<file path="config.mk">
export PLATFORM = sky130hd
export DESIGN_NAME = freq_divider_prog
export DESIGN_NICKNAME = d
export VERILOG_FILES = /design/src/rtl/freq_div_pkg.sv /design/src/rtl/freq_divider_prog_core.sv /design/src/rtl/freq_divider_prog.sv
export SDC_FILE = /design/constraint.sdc
export NUM_CORES = 1
export LEC_CHECK = 0
export ABC_AREA = 1
export CORE_AREA = 5 5 97 135
export CTS_CLUSTER_DIAMETER = 50
export DETAILED_ROUTE_END_ITERATION = 16
export DIE_AREA = 0 0 102 140
export GPL_ROUTABILITY_DRIVEN = 0
export GPL_TIMING_DRIVEN = 0
export PLACE_DENSITY = 0.56
export SLEW_MARGIN = 20
export SYNTH_ARGS = -nofsm -noshare
export SYNTH_HDL_FRONTEND = slang
export SYNTH_SLANG_ARGS = --single-unit
</file>
<file path="constraint.sdc">
create_clock -name clk -period 3.5 [get_ports clk]
set_input_delay 0.7 -clock clk [delete_from_list [all_inputs] [get_ports clk]]
set_output_delay 0.7 -clock clk [all_outputs]
set_load 0.02 [all_outputs]
</file>
<file path="src/rtl/freq_div_pkg.sv">
// Shared constants and helpers for the programmable clock-enable divider.
package freq_div_pkg;

    localparam logic MODE_SQUARE = 1'b0;
    localparam logic MODE_PULSE  = 1'b1;
    localparam int   MIN_DIV     = 2;

    // Number of high cycles per period in square mode; odd divisors get the longer half high.
    function automatic logic [32:0] half_period(input logic [32:0] n);
        return (n + 33'd1) >> 1;
    endfunction

endpackage

</file>
<file path="src/rtl/freq_divider_prog_core.sv">
// Counter, terminal-count compare and registered tick/div_out for a given divisor.
module freq_div_core
    import freq_div_pkg::*;
#(
    parameter int WIDTH = 18
) (
    input  logic             clk,
    input  logic             rst_n,
    input  logic             en,
    input  logic             mode,
    input  logic             clear,
    input  logic [WIDTH-1:0] div,
    output logic             wrap,
    output logic             tick,
    output logic             div_out,
    output logic [WIDTH-1:0] count
);

    logic [WIDTH-1:0] cnt_q, cnt_d;
    logic             tick_q, tick_d;
    logic             div_out_q, div_out_d;
    logic             at_last;

    assign at_last = (cnt_q == div - WIDTH'(1));
    assign wrap    = en && at_last;

    always_comb begin
        cnt_d     = cnt_q;
        tick_d    = 1'b0;
        div_out_d = div_out_q;
        if (clear) begin
            cnt_d = '0;
        end else if (en) begin
            cnt_d = at_last ? '0 : cnt_q + WIDTH'(1);
        end
        // The waveform follows the counter only while enabled; it freezes otherwise.
        if (en) begin
            tick_d = at_last;
            if (mode == MODE_PULSE) begin
                div_out_d = at_last;
            end else begin
                div_out_d = (33'(cnt_d) < half_period(33'(div)));
            end
        end
    end

    always_ff @(posedge clk or negedge rst_n) begin
        if (!rst_n) begin
            cnt_q     <= '0;
            tick_q    <= 1'b0;
            div_out_q <= 1'b0;
        end else begin
            cnt_q     <= cnt_d;
            tick_q    <= tick_d;
            div_out_q <= div_out_d;
        end
    end

    assign tick    = tick_q;
    assign div_out = div_out_q;
    assign count   = cnt_q;

endmodule

</file>
<file path="src/rtl/freq_divider_prog.sv">
// Programmable clock-enable divider: divisor/pending-load bookkeeping around the counter core.
module freq_divider_prog
    import freq_div_pkg::*;
#(
    parameter int WIDTH       = 18,
    parameter int DEFAULT_DIV = 2
) (
    input  logic             clk,
    input  logic             rst_n,
    input  logic             en,
    input  logic             mode,
    input  logic [WIDTH-1:0] div_in,
    input  logic             div_load,
    output logic             tick,
    output logic             div_out,
    output logic [WIDTH-1:0] count,
    output logic             pending,
    output logic             load_ack,
    output logic             load_err
);

    logic [WIDTH-1:0] div_q, div_d;
    logic [WIDTH-1:0] pend_div_q, pend_div_d;
    logic             pending_q, pending_d;
    logic             ack_q, ack_d;
    logic             err_q, err_d;
    logic             wrap;
    logic             load_ok;
    logic             apply;

    assign load_ok = div_load && (div_in >= WIDTH'(MIN_DIV));
    // A waiting divisor lands on the period boundary, or immediately while the counter is frozen.
    assign apply   = pending_q && (wrap || !en);

    always_comb begin
        div_d      = div_q;
        pend_div_d = pend_div_q;
        pending_d  = pending_q;
        ack_d      = apply;
        err_d      = div_load && !load_ok;
        if (apply) begin
            div_d     = pend_div_q;
            pending_d = 1'b0;
        end
        // A load on the apply edge queues behind the value being applied.
        if (load_ok) begin
            pend_div_d = div_in;
            pending_d  = 1'b1;
        end
    end

    always_ff @(posedge clk or negedge rst_n) begin
        if (!rst_n) begin
            div_q      <= WIDTH'(DEFAULT_DIV);
            pend_div_q <= '0;
            pending_q  <= 1'b0;
            ack_q      <= 1'b0;
            err_q      <= 1'b0;
        end else begin
            div_q      <= div_d;
            pend_div_q <= pend_div_d;
            pending_q  <= pending_d;
            ack_q      <= ack_d;
            err_q      <= err_d;
        end
    end

    freq_div_core #(
        .WIDTH(WIDTH)
    ) u_core (
        .clk    (clk),
        .rst_n  (rst_n),
        .en     (en),
        .mode   (mode),
        .clear  (apply),
        .div    (div_q),
        .wrap   (wrap),
        .tick   (tick),
        .div_out(div_out),
        .count  (count)
    );

    assign pending  = pending_q;
    assign load_ack = ack_q;
    assign load_err = err_q;

endmodule

</file>
## After elaboration in Yosys (flattened, before gate mapping)

Index checks and enable logic that the tools add are counted.
Widths: inputs -> output; s select.

- Bits in registers: 59
- Input bits: 23
- Output and inout bits: 23

- Eq/ne operators: 1
- Reduce and logical (&&, ||, !) cells: 8
- Order comparisons: 2
- $add $sub $neg: 3
- Multiplexer cells: 7

Operator list:

| operator | number |
|---|---|
| $mux 18 | 3 |
| $lt 18x32->1 | 1 |
| $add 18x1->19 const B | 1 |
| $add 18x1->18 const B | 1 |
| $eq 18x18->1 | 1 |
| $ge 18x2->1 const B | 1 |
| $sub 18x1->18 const B | 1 |
| $logic_and 1x1->1 | 4 |
| $mux 1 | 4 |
| $logic_not 1->1 | 2 |
| $reduce_bool 2->1 | 1 |
| $logic_or 1x1->1 | 1 |

## Depth between registers and ports, before layout

- Depth in word-level cells: 8
- Mapped depth: 30

## Hierarchy

A second synthesis with hierarchy kept.

- Cells, all modules: 609
- Area total of the unflattened synthesis: 4315.4 sq um

Modules (own cells, without submodules):

| module | times used | seq. area each (sq um) | area each (sq um) | cells each |
|---|---|---|---|---|
| freq_div_core | 1 | 500.5 | 2740.1 | 430 |
| freq_divider_prog | 1 | 977.2 | 1575.3 | 179 |

## Least setup slack after synthesis

OpenSTA, ideal clock, no wires.

- Path type: reg-to-reg
- Start point: reg div_q[1]
- End point: reg u_core.div_out_q (netlist: u_core.div_out)
- Path buffers: 2
- Clock period less this slack: 3.362 ns
- Arrival time: 3.296 ns
- Stages on the path, launching flop included: 26
- Setup slack: 0.138 ns
- Path through: dfstp_2 inv_1 ha_1 xnor2_1 nor2_1 nand3_1 nor2_1 nand3_2 nor2_4 nand3_2 nand2_2 inv_2 nor2_4 or2_1 buf_4 buf_4 nor2_1 ha_1 a21oi_1 nor2_1 a211oi_1 o221a_2 nand2_1 nand2_1 nand2_1 nand2_1

- Word-level cells in the longest chain between the ends: 8

Ends and longest elaborated chain:

| element | line | source |
|---|---|---|
| start, declared | freq_divider_prog.sv:22 | `logic [WIDTH-1:0] div_q, div_d;` |
| start signal, assigned | freq_divider_prog.sv:54 | `div_q <= WIDTH'(DEFAULT_DIV);` |
| start signal, assigned | freq_divider_prog.sv:60 | `div_q <= div_d;` |
| $sub 18x1->18 * | freq_divider_prog_core.sv:24 | `assign at_last = (cnt_q == div - WIDTH'(1));` |
| $eq 18x18->1 * | freq_divider_prog_core.sv:24 |  |
| $logic_and 1x1->1 | freq_divider_prog_core.sv:25 | `assign wrap = en && at_last;` |
| $logic_or 1x1->1 | freq_divider_prog.sv:33 | `assign apply = pending_q && (wrap \|\| !en);` |
| $logic_and 1x1->1 | freq_divider_prog.sv:33 |  |
| $mux 18 * | freq_divider_prog_core.sv:31 | `if (clear) begin` |
| net u_core.cnt_d[9] | freq_divider_prog_core.sv:19 | `logic [WIDTH-1:0] cnt_q, cnt_d;` |
| $lt 18x32->1 * | freq_divider_prog_core.sv:42 | `div_out_d = (33'(cnt_d) < half_period(33'(div)));` |
| $mux 1 * | freq_divider_prog_core.sv:39 | `if (mode == MODE_PULSE) begin` |
| end signal, assigned | freq_divider_prog_core.sv:55 | `div_out_q <= div_out_d;` |
| end, declared | freq_divider_prog_core.sv:21 | `logic div_out_q, div_out_d;` |

The timed path passes the listed nets; every way through them passes the cells marked *.
A chain may end at the register's enable or synchronous reset.

## Worst setup path after layout

Same ends and word-level chain as after synthesis.

==> impl_metrics.toml <==
[floorplanning]
pin_count = 46
rows = 47
die_h_microns = 140
die_x_microns = 102
initial_core_util_pct = 34.19
die_area_sq_um = 14280
core-area_sq_um = 11700

[grt]
grt_first_pass_wirelength_microns = 17550
grt_overflow = 0
first_global_vias = 3571
gr-usage-all-layers_pct = 15.73
antenna_found_initial = 0
grt_max_degree = 43

[yosys]
synth_compound_area_share_pct = 5.347
synthFlopType = "dfrtp_1"
syn_area_sq_um = 4001
synth_top_family_by_area = "simple AND/OR/NAND/NOR gates"
ys_ff_latch = 59
yosysWarnings = 0
synth_nets = 544
synthCells = 501
synthMuxAreaShare_pct = 4.503
synth-simple-area-share_pct = 29.92
synth_fa_ha_area_share_pct = 6.254
synth_top_area_cell = "dfrtp_1"
ys_types = 43
post_synth.cell_area_avg_sq_um = 7.987
synth_top_area_share_pct = 36.27
async_reset_ff_share_pct = 100.0
synthTopCellsByArea = "dfrtp_1 36%, nand2_1 11%, xor2_1 7.0%, ha_1 6.3%, nor2_1 5.3%"
ys_seq_area_share_pct = 36.93
synth-xor-area-share_pct = 9.412
synth_edf_count = 0

[pwr]
ir_drop_mv = 0.2661
p_leak_nw = 2.372
pwr_density_cell_nw_per_um2 = 456.3

[layout]
drive_gt1_share_pct = 23.14
register_area_sq_um = 1478
fillers = 1139
final_core_util_pct = 45.64
final_cell_mix = "114 x nand2_1, 58 x dfrtp_1, 51 x inv_1, 43 x clkdlybuf4s50_1, 41 x nor2_1"
num_antenna_cells = 0
final_common_cell = "nand2_1"
fin_area_sq_um = 5341
multi_input_area_sq_um = 2429
nNetsFinal = 617
area_growth_pct = 33.49
layoutNonFillerInstCount = 726

[critical_path]
cpPeakStageDelay_ns = 0.53
critPathSlowestCell = "dfstp_2"
critPathRequiredTime_ns = 3.71
arrival_ns = 3.64
critPathLaunchType = "flip-flop"
path_max_fanout = 6
reg2reg_depth = 23
crit_path_cell_trace = "inv_2 -> ha_4 -> xnor2_2 -> nor2_1 -> nand3_1 -> nor2_2 -> nand3_2 -> nor2_4 -> nand3_4 -> nand2_4 -> inv_4 -> nor2_4 -> or2_4 -> buf_8 -> buf_6 -> nor2_4 -> ha_4 -> nand4_1 -> o221a_2 -> nand2_2 -> nand2_1 -> nand2_1 -> nand2_1"
critPathCaptureType = "flip-flop"
crit_type = "flip-flop to flip-flop"

[sta]
rsz0062_at_grt = "yes"
slew_viol_final = 0
fin_crit_ns = 3.423
fin_hold_ws_ns = 0.2323
tightest_slew_ns = 0.5181
fin_tns_setup_ns = 0
finalSetupViolCount = 0
hold_viol = 0
max_freq_ghz = 0.2921
slew_headroom_pct = 65.46
skew_ns = 0.006136
min_period_over_period_pct = 97.80

[clock_tree]
h-tree-depth = 3
cts_buffers = 9
clk_path_buf_depth = 2
cts.sinks = 59
cts_hold_buf = 0
cts-root-buf = "clkbuf_16"
clock_latency_ns = 0.33
clk_pin_slew_ns = 0.05
cts_tree = "done"

[routing]
wire_per_inst_microns = 14.56
dr.pass1.iters = 4
wirelength_microns = 10570
antenna_left = 0
vias_per_cell = 4.795
vias = 3481
drt_iter0_markers = 179
route.detailed.drc = 0

[job]
drv_cap = 0

[worst_hold_path]
hold_path_class = "input pin to async pin"

[outcome]
status = "complete, no violations"

[place]
place_inst = 694
hpwl_microns = 8078
io_buffers = 45
dpl_cell_area_sq_um = 4653
-- flip-flops by register name, summed over array words and instances, names as in the netlist --
register,cells
load_ack,1
u_core.count,18
div_q,18
load_err,1
u_core.tick,1
u_core.div_out,1
pend_div_q,18
pending,1
-- kinds of logic after synthesis --
family | count (synthesis)
muxes | 16
adders and majority gates | 20
AOI/OAI and AO/OA | 38
buffers and inverters | 74
xor gates and xnor gates | 43
DFF | 59
and+or+nand+nor | 251
-- worst max-delay path, delay by kind of cell, from the launching register on --
kind                       cells  cell delay [ns]
DFF                            1             0.53
buffers and inverters          4             0.34
AOI/OAI and AO/OA              1             0.29
xor gates and xnor gates       1             0.13
adders and majority gates      2             0.53
and+or+nand+nor               15             1.46
-- timing repair --
item | in CTS | in global routing
setup buffers | 14 | 4
gates resized for setup | 21 | 37
setup endpoints to repair | 1 | 1
pin swaps | 17 | 26
-- where the power goes --
| part | internal [W] | total [W] | leakage, nW | switching (W) |
|---|---|---|---|---|
| sequential | 0.000746 | 0.000814 | 0.744 | 0.0000680 |
| combinational | 0.000276 | 0.000655 | 1.47 | 0.000379 |
| clock | 0.000643 | 0.000968 | 0.157 | 0.000325 |
-- path summary, 6_finish.rpt --
path | start | endpoint | slack (ns)
max in group asynchronous | rst_n | div_q[1]$_DFFE_PN1P_ | 2.73
setup / recovery | div_q[1]$_DFFE_PN1P_ | u_core.div_out$_DFFE_PN0P_ | 0.08
min in group clk | pend_div_q[8]$_DFFE_PN0P_ | div_q[8]$_DFFE_PN0P_ | 0.47
setup reg to reg | div_q[1]$_DFFE_PN1P_ | u_core.div_out$_DFFE_PN0P_ | 0.08
hold reg to reg | pend_div_q[8]$_DFFE_PN0P_ | div_q[8]$_DFFE_PN0P_ | 0.47
hold / removal | rst_n | pending$_DFFE_PN0P_ | 0.23
-- per-stage QoR --
step                total power [W]  setup slack, ns
finish                     0.002437          0.07703
global route               0.002575          -0.1354
CTS                        0.002420         -0.06301
detailed placement         0.001388          -0.7004
global placement           0.001372          -0.6683
floorplan                  0.001217           0.1380
-- final cells by class --
class	instances	share of cell area, %
Timing Repair Buffer	64	11.64
Buffer	9	1.195
Clock buffer	12	4.615
Tap cell	147	3.443
Sequential cell	59	27.66
Inverter	63	4.591
Multi-Input combinational cell	368	45.47
Clock inverter	4	1.382
-- layer usage --
metal | track usage [%] | wire, microns
met4 | 8.362 | 338
met2 | 26.79 | 5682
met5 | 0 | 0
met3 | 1.940 | 247
met1 | 18.94 | 4302
-- cell usage after synthesis (all sizes together) (2+ instances only) --
library cell  count
inv              63
xnor2            11
ha               20
o21ai            25
buf               8
xor2             32
or2               2
nand3            26
a211oi            2
dfrtp            58
mux2             16
a21oi             6
nor3             11
nor2             68
nand4            13
nand2           124
clkbuf            3
nor4              5
No activity file was read; power rests on OpenSTA's default activity.
